--- src/rtl/turn_scheduler.sv ---
// turn_scheduler: two-player timed shooting game controller.
//   Parameters: PREP_SEC (pre-turn countdown start value), TURN_D1/TURN_D0
//   (BCD turn time start value), ROUNDS (turns per player).
//   Ports:
//     clk, rst (async, active low)
//     start, goal, tick - one-cycle pulses (tick is the 1 Hz enable)
//     dig3..dig0        - display codes (0-9 digit, 10 dash, 11 blank)
//     player            - active player (0 = P1, 1 = P2)
//     winner            - 0 none, 1 P1, 2 P2, 3 tie
//     done              - one-cycle pulse on entry to FINISH
//
// state  | meaning
// IDLE   | waiting for start after reset
// PREP   | pre-turn countdown shown, prep decrements on tick
// PLAY   | turn running, BCD timer counts down, goals scored
// FINISH | game over, winner latched, waiting for a new start
module turn_scheduler #(
  parameter int unsigned PREP_SEC = 3,
  parameter int unsigned TURN_D1  = 3,
  parameter int unsigned TURN_D0  = 0,
  parameter int unsigned ROUNDS   = 3
) (
  input  logic       clk,
  input  logic       rst,
  input  logic       start,
  input  logic       goal,
  input  logic       tick,
  output logic [3:0] dig0,
  output logic [3:0] dig1,
  output logic [3:0] dig2,
  output logic [3:0] dig3,
  output logic       player,
  output logic [1:0] winner,
  output logic       done
);

  localparam logic [3:0] PREP_V   = 4'(PREP_SEC);
  localparam logic [7:0] TURN_V   = {4'(TURN_D1), 4'(TURN_D0)};
  localparam logic [3:0] ROUNDS_V = 4'(ROUNDS);
  localparam logic [3:0] DASH     = 4'd10;
  localparam logic [3:0] BLANK    = 4'd11;

  typedef enum logic [1:0] {
    IDLE   = 2'd0,
    PREP   = 2'd1,
    PLAY   = 2'd2,
    FINISH = 2'd3
  } state_t;

  state_t     state, state_n;
  logic [7:0] score1, score1_n;
  logic [7:0] score2, score2_n;
  logic [7:0] timer, timer_n;
  logic [3:0] prep, prep_n;
  logic [3:0] round, round_n;
  logic       player_n;
  logic [1:0] winner_n;
  logic       done_n;
  logic [7:0] shown_score;

  // Two-digit BCD increment, saturating at 99.
  function automatic logic [7:0] bcd_inc(input logic [7:0] v);
    logic [7:0] r;
    if (v == 8'h99)
      r = v;
    else if (v[3:0] == 4'd9)
      r = {v[7:4] + 4'd1, 4'd0};
    else
      r = {v[7:4], v[3:0] + 4'd1};
    return r;
  endfunction

  // Two-digit BCD decrement; only called with a non-zero value.
  function automatic logic [7:0] bcd_dec(input logic [7:0] v);
    logic [7:0] r;
    if (v[3:0] == 4'd0)
      r = {v[7:4] - 4'd1, 4'd9};
    else
      r = {v[7:4], v[3:0] - 4'd1};
    return r;
  endfunction

  always_ff @(posedge clk or negedge rst) begin
    if (!rst) begin
      state  <= IDLE;
      score1 <= 8'h00;
      score2 <= 8'h00;
      timer  <= 8'h00;
      prep   <= 4'd0;
      round  <= 4'd1;
      player <= 1'b0;
      winner <= 2'd0;
      done   <= 1'b0;
    end else begin
      state  <= state_n;
      score1 <= score1_n;
      score2 <= score2_n;
      timer  <= timer_n;
      prep   <= prep_n;
      round  <= round_n;
      player <= player_n;
      winner <= winner_n;
      done   <= done_n;
    end
  end

  always_comb begin
    state_n  = state;
    score1_n = score1;
    score2_n = score2;
    timer_n  = timer;
    prep_n   = prep;
    round_n  = round;
    player_n = player;
    winner_n = winner;
    done_n   = 1'b0;
    case (state)
      IDLE, FINISH: begin
        if (start) begin
          score1_n = 8'h00;
          score2_n = 8'h00;
          round_n  = 4'd1;
          player_n = 1'b0;
          prep_n   = PREP_V;
          winner_n = 2'd0;
          state_n  = PREP;
        end
      end
      PREP: begin
        if (tick) begin
          if (prep == 4'd0) begin
            timer_n = TURN_V;
            state_n = PLAY;
          end else begin
            prep_n = prep - 4'd1;
          end
        end
      end
      PLAY: begin
        // The goal is applied first so a goal coinciding with turn end is
        // credited to the outgoing player and included in the final compare.
        if (goal) begin
          if (player) score2_n = bcd_inc(score2);
          else        score1_n = bcd_inc(score1);
        end
        if (tick) begin
          if (timer != 8'h00) begin
            timer_n = bcd_dec(timer);
          end else if (!player) begin
            player_n = 1'b1;
            prep_n   = PREP_V;
            state_n  = PREP;
          end else if (round < ROUNDS_V) begin
            round_n  = round + 4'd1;
            player_n = 1'b0;
            prep_n   = PREP_V;
            state_n  = PREP;
          end else begin
            state_n = FINISH;
            done_n  = 1'b1;
            // Valid BCD orders the same as binary, so a plain compare works.
            if (score1_n > score2_n)      winner_n = 2'd1;
            else if (score2_n > score1_n) winner_n = 2'd2;
            else                          winner_n = 2'd3;
          end
        end
      end
      default: state_n = IDLE;
    endcase
  end

  always_comb begin
    dig3 = DASH;
    dig2 = DASH;
    dig1 = DASH;
    dig0 = DASH;
    shown_score = 8'h00;
    case (state)
      PREP: begin
        dig3 = {3'b000, player} + 4'd1;
        dig2 = DASH;
        dig1 = BLANK;
        dig0 = prep;
      end
      PLAY: begin
        shown_score = player ? score2 : score1;
        dig3 = timer[7:4];
        dig2 = timer[3:0];
        dig1 = shown_score[7:4];
        dig0 = shown_score[3:0];
      end
      FINISH: begin
        shown_score = (winner == 2'd2) ? score2 : score1;
        dig3 = {2'b00, winner};
        dig2 = DASH;
        dig1 = shown_score[7:4];
        dig0 = shown_score[3:0];
      end
      default: begin
        dig3 = DASH;
        dig2 = DASH;
        dig1 = DASH;
        dig0 = DASH;
      end
    endcase
  end

endmodule
--- config.mk ---
export PLATFORM = sky130hd
export DESIGN_NAME = turn_scheduler
export DESIGN_NICKNAME = d
export VERILOG_FILES = /design/src/rtl/turn_scheduler.sv
export SDC_FILE = /design/constraint.sdc
export NUM_CORES = 1
export LEC_CHECK = 0
export CORE_ASPECT_RATIO = 1.4
export CORE_UTILIZATION = 35
export DETAILED_ROUTE_END_ITERATION = 10
export GPL_TIMING_DRIVEN = 0
export PLACE_DENSITY = 0.63
export SLEW_MARGIN = 20
export SYNTH_ARGS = -nofsm -noshare
export SYNTH_HDL_FRONTEND = slang
export SYNTH_SLANG_ARGS = --single-unit
--- constraint.sdc ---
create_clock -name clk -period 2.91 [get_ports clk]
set_input_delay 0.291 -clock clk [delete_from_list [all_inputs] [get_ports clk]]
set_output_delay 0.291 -clock clk [all_outputs]
set_load 0.005 [all_outputs]
==> impl_metrics.csv, run 1 <==
group,metric,value,unit
status,outcome,"finished, final reports clean",
routing,drt_wl_total,7930,um
final_layout,fin_nets,408,
routing,firstDrtPassIters,4,
power_and_ir_drop,p_sw_frac,0.404,
clock_tree,cts_sinks,38,
logic_synthesis,async_reset_ff_frac,1.00,
logic_synthesis,syn_area_per_cell,8.66,sq um
final_layout,drive_above_1_share,0.108,
logic_synthesis,synth-seq-cells,38,
placement,place_congestion,0.901,
power_and_ir_drop,p_comb_frac,0.497,
final_layout,layout_commonest_cell,"nand2_1",
routing,ant_nets,0,
final_layout,multi_input_area,1900,sq um
timing,maxSlewHeadroom,0.397,
global_routing,antenna_found_initial,0,
hold_path,min-delay-path-class,"primary input to asynchronous set/reset pin",
clock_tree,post_cts_buffers,0,
logic_synthesis,mappedNetlistArea,3000,sq um
timing,min_period_over_period,0.932,
critical_path,critPathArrivalTime,2880,ps
timing,fin_ws,198,ps
final_layout,regArea,952,sq um
critical_path,path_cells,"buf_6 > or3b_4 > nor2_4 > nand2_1 > nor2_1 > a21oi_1 > ha_1 > a211oi_1 > o21bai_1 > o22a_1 > o41ai_1",
final_layout,fill_cells,833,
floorplan,dieHeight,111,um
global_routing,grt_pass1_vias,2710,
global_routing,grt_max_degree,29,
logic_synthesis,ys_types,65,
critical_path,r2r_start,"score1[1]$_DFFE_PN0P_",
run,cap_viol_max_count,0,
critical_path,critPathMaxStageDelay,410,ps
logic_synthesis,netlist_instances,346,
power_and_ir_drop,p_int,1.44,mW
clock_tree,root_buffer,"clkbuf_16",
power_and_ir_drop,irDropWorstVdd,315,uV
clock_tree,cts_tree,"done",
timing,hold_viol,0,
final_layout,fin_area,3540,sq um
timing,fmax,369,MHz
placement,hpwlAfterDp,6040,um
placement,placed_cell_area,3380,sq um
critical_path,crit_required,3080,ps
critical_path,startpoint,"score1[1]$_DFFE_PN0P_",
critical_path,worst_setup_path_end_kind,"register",
clock_tree,clock_latency,290,ps
final_layout,most-common-layout-cells,"nand2_1, dfrtp_1, ha_1, a21oi_1",
floorplan,ioPinCount,25,
placement,io_buffers,24,
logic_synthesis,synth_fp_nets,376,
clock_tree,ctsHtreeMaxLevel,2,
global_routing,grt_pass1_wl,13100,um
floorplan,placementRows,39,
critical_path,cp_max_fo,10,
routing,via_per_inst,5.74,
power_and_ir_drop,p_per_area,681,nW/um^2
global_routing,grt_usage,0.189,
power_and_ir_drop,p_clk_frac,0.230,
clock_tree,clock_path_buffers,2,
logic_synthesis,synth_ff_type,"dfrtp_1",
routing,drc,0,
final_layout,diodes,0,
timing,fin_crit,2710,ps
timing,hold_ws,424,ps
placement,place_inst,473,
routing,drt_iter0_markers,143,
final_layout,area_growth,18.2,%
final_layout,layout.cells.non_filler,481,
timing,finalSetupViolCount,0,
clock_tree,path_clk_slew,60,ps
floorplan,core,8250,sq um
global_routing,overflow,0,
timing,skew,5.27,ps
logic_synthesis,yosysSeqAreaShare,0.318,
clock_tree,cts_inserted_buffers,5,
timing,grt_setup_unrepaired,"false",
routing,via_count,2759,
critical_path,cp-start-kind,"register",
logic_synthesis,ys_warn_count,0,
power_and_ir_drop,seqPwrFrac,0.273,
final_layout,utilization,0.430,
placement,post-place-ws,-79.9,ps
floorplan,start_util,0.363,
timing,slew_violations,0,
logic_synthesis,synth-edff-count,0,
critical_path,path_class,"register to register",
timing,worstMarginPinSlew,879,ps
routing,wl_per_cell,16.5,um
power_and_ir_drop,p_leak,1.52,nW
power_and_ir_drop,p_switching,0.973,mW
floorplan,die_area,8940,sq um
critical_path,cp_slowest_cell,"or3b_4",
power_and_ir_drop,total_power,2.41,mW
timing,final.setup.tns,0,ps
floorplan,die_x,80.2,um
## Yosys cell counts, types with 5 or more instances
library cell | number | area share
o21ai_0 | 24 | 0.040
a22o_1 | 6 | 0.018
dfrtp_1 | 37 | 0.31
nand4_1 | 5 | 0.010
nand3b_1 | 6 | 0.015
a21oi_1 | 24 | 0.040
nor2b_1 | 5 | 0.010
nor2_1 | 23 | 0.029
ha_1 | 25 | 0.10
nand3_1 | 7 | 0.012
inv_1 | 21 | 0.026
buf_2 | 6 | 0.010
mux2_2 | 8 | 0.030
nand2_1 | 41 | 0.051
o31ai_1 | 5 | 0.013
mux2i_1 | 12 | 0.040
## layout make-up
cell class              instances  share of cell area
flip-flops and latches         38               0.269
clock inverters                 1             0.00141
multi-input cells             272               0.535
clock buffers                   7              0.0403
repair buffers                 26              0.0749
well taps                     102              0.0360
inverters                      21              0.0222
plain buffers                  14              0.0212
## worst paths after layout
path                                               to  slack (ps)  depth (start not counted)
min in group clk                 round[2]$_DFFE_PN0P_         540                          1
worst max register to register  winner[0]$_DFFE_PN0P_         200                         11
worst max-delay path            winner[0]$_DFFE_PN0P_         200                         11
max in group asynchronous       score1[2]$_DFFE_PN0P_        2040                          3
worst min-delay path             timer[3]$_DFFE_PN0P_         420                          2
worst min register to register   round[2]$_DFFE_PN0P_         540                          1
## sequential cells by signal (all words and copies together), names as in the netlist
name    flops
score1      8
score2      8
timer       8
prep        4
round       4
state       2
winner      2
done        1
player      1
## what timing repair did
item                                   CTS  global route
endpoints found under the hold margin    9             0
setup endpoints to repair                3             8
hold buffers                             1             0
resized for setup                        1             5
## power by group through the flow
| stage | clock [mW] | sequential [mW] | combinational (mW) |
|---|---|---|---|
| finish | 0.554 | 0.658 | 1.20 |
| global placement | 0 | 0.664 | 1.17 |
| detailed placement | 0 | 0.664 | 1.19 |
| floorplan | 0 | 0.643 | 0.744 |
| global route | 0.584 | 0.666 | 1.32 |
| CTS | 0.564 | 0.656 | 1.20 |
## critical path: cells and delay by family, from the launching register on
| family | cells | cell delay (ps) |
|---|---|---|
| AO/OA/AOI/OAI | 5 | 960 |
| flip-flops | 1 | 370 |
| adder cells (fa/ha/maj) | 1 | 320 |
| AND/OR/NAND/NOR | 4 | 820 |
| buffers and inverters | 1 | 140 |
## kinds of logic (layout without fill, tap and decap cells)
| kind of cell | count (synthesis) | after routing | synth area share |
|---|---|---|---|
| AO/OA/AOI/OAI | 104 | 104 | 0.235 |
| XOR/XNOR | 6 | 6 | 0.0175 |
| adder cells (fa/ha/maj) | 25 | 25 | 0.104 |
| buffers and inverters | 36 | 69 | 0.0514 |
| flip-flops | 38 | 38 | 0.318 |
| multiplexers | 20 | 20 | 0.0701 |
| AND/OR/NAND/NOR | 117 | 117 | 0.203 |
## per-layer routing
| metal | vias up | wire (um) | share of wire | track usage |
|---|---|---|---|---|
| met5 | - | 0 | 0 | 0 |
| met4 | 0 | 213 | 0.027 | 0.0774 |
| met3 | 18 | 337 | 0.043 | 0.0262 |
| met2 | 75 | 4160 | 0.52 | 0.340 |
| met1 | 1332 | 3220 | 0.41 | 0.219 |
| li1 | 1334 | - | - | - |
Note: power is estimated with default switching activity, not from simulation.
==> run 2: changes to the inputs <==
PLACE_DENSITY = 0.56   (was 0.63)
==> run 2 against run 1 <==
  * Largest power group unchanged
  * Maximum frequency decreased by 1.2%
  * Cell area increased by 0.67%
  * Global-route usage increased by 0.72 points
  * Core utilization increased by 0.29 points
  * Sequential cell count unchanged
  * Clock power increased by 14%
  * Combinational power about the same
==> impl_metrics.csv, run 2 (synthesized netlist as in run 1, its figures left out) <==
group,metric,value,unit
status,outcome,"finished, final reports clean",
critical_path,reg2reg_depth,10,
critical_path,crit_required,2620,ps
final_layout,diodes,0,
power_and_ir_drop,p_comb_frac,0.487,
timing,fmax,364,MHz
floorplan,start_util,0.363,
clock_tree,root_buffer,"clkbuf_16",
timing,fin_crit,2750,ps
floorplan,placementRows,39,
timing,slew_violations,0,
critical_path,path_cells,"inv_1 > ha_1 > buf_2 > buf_1 > a22oi_1 > nand2_1 > clkdlybuf4s50_1",
power_and_ir_drop,p_clk_frac,0.251,
routing,wl_per_cell,17.0,um
routing,drt_iter0_markers,121,
power_and_ir_drop,p_switching,0.998,mW
routing,ant_nets,0,
global_routing,overflow,0,
critical_path,critPathArrivalTime,2460,ps
power_and_ir_drop,p_leak,1.54,nW
timing,hold_ws,413,ps
run,cap_viol_max_count,0,
placement,place_congestion,0.866,
timing,finalSetupViolCount,0,
final_layout,fin_area,3570,sq um
final_layout,most-common-layout-cells,"nand2_1, dfrtp_1, ha_1, a21oi_1, o21ai_0",
timing,grt_setup_unrepaired,"false",
routing,via_per_inst,5.68,
timing,hold_viol,0,
placement,hpwlAfterDp,6140,um
global_routing,grt_pass1_vias,2706,
power_and_ir_drop,p_int,1.50,mW
critical_path,path_class,"register to output port",
critical_path,cp-start-kind,"register",
timing,skew,7.83,ps
floorplan,core,8250,sq um
final_layout,area_growth,19.0,%
floorplan,dieHeight,111,um
clock_tree,cts_tree,"done",
routing,drt_wl_total,8190,um
critical_path,worst_setup_path_end_kind,"output port",
global_routing,antenna_found_initial,0,
routing,via_count,2736,
timing,min_period_over_period,0.944,
timing,worstMarginPinSlew,1030,ps
clock_tree,clock_path_buffers,2,
global_routing,grt_usage,0.196,
floorplan,die_area,8940,sq um
power_and_ir_drop,total_power,2.50,mW
clock_tree,ctsHtreeMaxLevel,2,
critical_path,cp_max_fo,10,
final_layout,drive_above_1_share,0.116,
final_layout,fin_nets,409,
timing,final.setup.tns,0,ps
global_routing,grt_pass1_wl,13600,um
power_and_ir_drop,irDropWorstVdd,316,uV
hold_path,min-delay-path-class,"primary input to asynchronous set/reset pin",
routing,firstDrtPassIters,4,
clock_tree,cts_sinks,38,
final_layout,layout_commonest_cell,"nand2_1",
placement,placed_cell_area,3380,sq um
final_layout,utilization,0.433,
critical_path,critPathMaxStageDelay,500,ps
critical_path,cp_slowest_cell,"clkdlybuf4s50_1",
power_and_ir_drop,p_per_area,701,nW/um^2
clock_tree,clock_latency,290,ps
floorplan,die_x,80.2,um
clock_tree,path_clk_slew,60,ps
placement,place_inst,473,
power_and_ir_drop,seqPwrFrac,0.262,
routing,drc,0,
clock_tree,cts_inserted_buffers,5,
final_layout,largest_registers,"score1 x8, score2 x8, timer x8",
placement,io_buffers,24,
floorplan,ioPinCount,25,
timing,maxSlewHeadroom,0.294,
final_layout,layout.cells.non_filler,482,
placement,post-place-ws,-88.2,ps
power_and_ir_drop,p_sw_frac,0.399,
timing,fin_ws,164,ps
global_routing,grt_max_degree,29,
-- run 2: per-layer routing --
layer / track usage / routed length (um)
met1: 0.239 / 3610
met2: 0.342 / 4120
met5: 0 / 0
met4: 0.0786 / 207
met3: 0.0254 / 260
-- run 2: area by class of cell --
class                   instances  area, sq um
fillers                       841         4680
multi-input cells             272         1890
flip-flops and latches         38          952
repair buffers                 27          273
well taps                     102          128
clock buffers                   5          125
inverters                      21         78.8
plain buffers                  14         77.6
clock inverters                 3         40.0
-- run 2: final timing paths --
path | from | slack, ps | end
setup reg to reg | score2[0]$_DFFE_PN0P_ | 210 | winner[0]$_DFFE_PN0P_
setup / recovery | state[0]$_DFFE_PN0P_ | 160 | dig3[1]
hold / removal | rst | 410 | timer[3]$_DFFE_PN0P_
hold reg to reg | timer[1]$_DFFE_PN0P_ | 520 | timer[1]$_DFFE_PN0P_
max in group asynchronous | rst | 2050 | score2[1]$_DFFE_PN0P_
min in group clk | timer[1]$_DFFE_PN0P_ | 520 | timer[1]$_DFFE_PN0P_
-- run 2: power groups by stage --
| stage | logic [mW] | clock network (mW) | registers (mW) |
|---|---|---|---|
| after floorplan | 0.744 | 0 | 0.643 |
| after global placement | 1.19 | 0 | 0.664 |
| after detailed placement | 1.20 | 0 | 0.664 |
| after CTS | 1.21 | 0.642 | 0.654 |
| after global routing | 1.34 | 0.657 | 0.663 |
| final | 1.22 | 0.629 | 0.655 |
-- run 2: worst max-delay path, delay by kind of cell, from the launching register on --
| family | cells | cell delay, ps |
|---|---|---|
| buffers and inverters | 4 | 1290 |
| AND/OR/NAND/NOR | 1 | 110 |
| adder cells (fa/ha/maj) | 1 | 210 |
| flip-flops | 1 | 430 |
| AO/OA/AOI/OAI | 1 | 120 |
-- run 2: what timing repair did --
item                                    CTS  global route
endpoints found under the hold margin     9             0
gates resized for setup                   1             7
hold buffers                              1             0
buffers inserted                          0             1
endpoints found under the setup margin    4             9
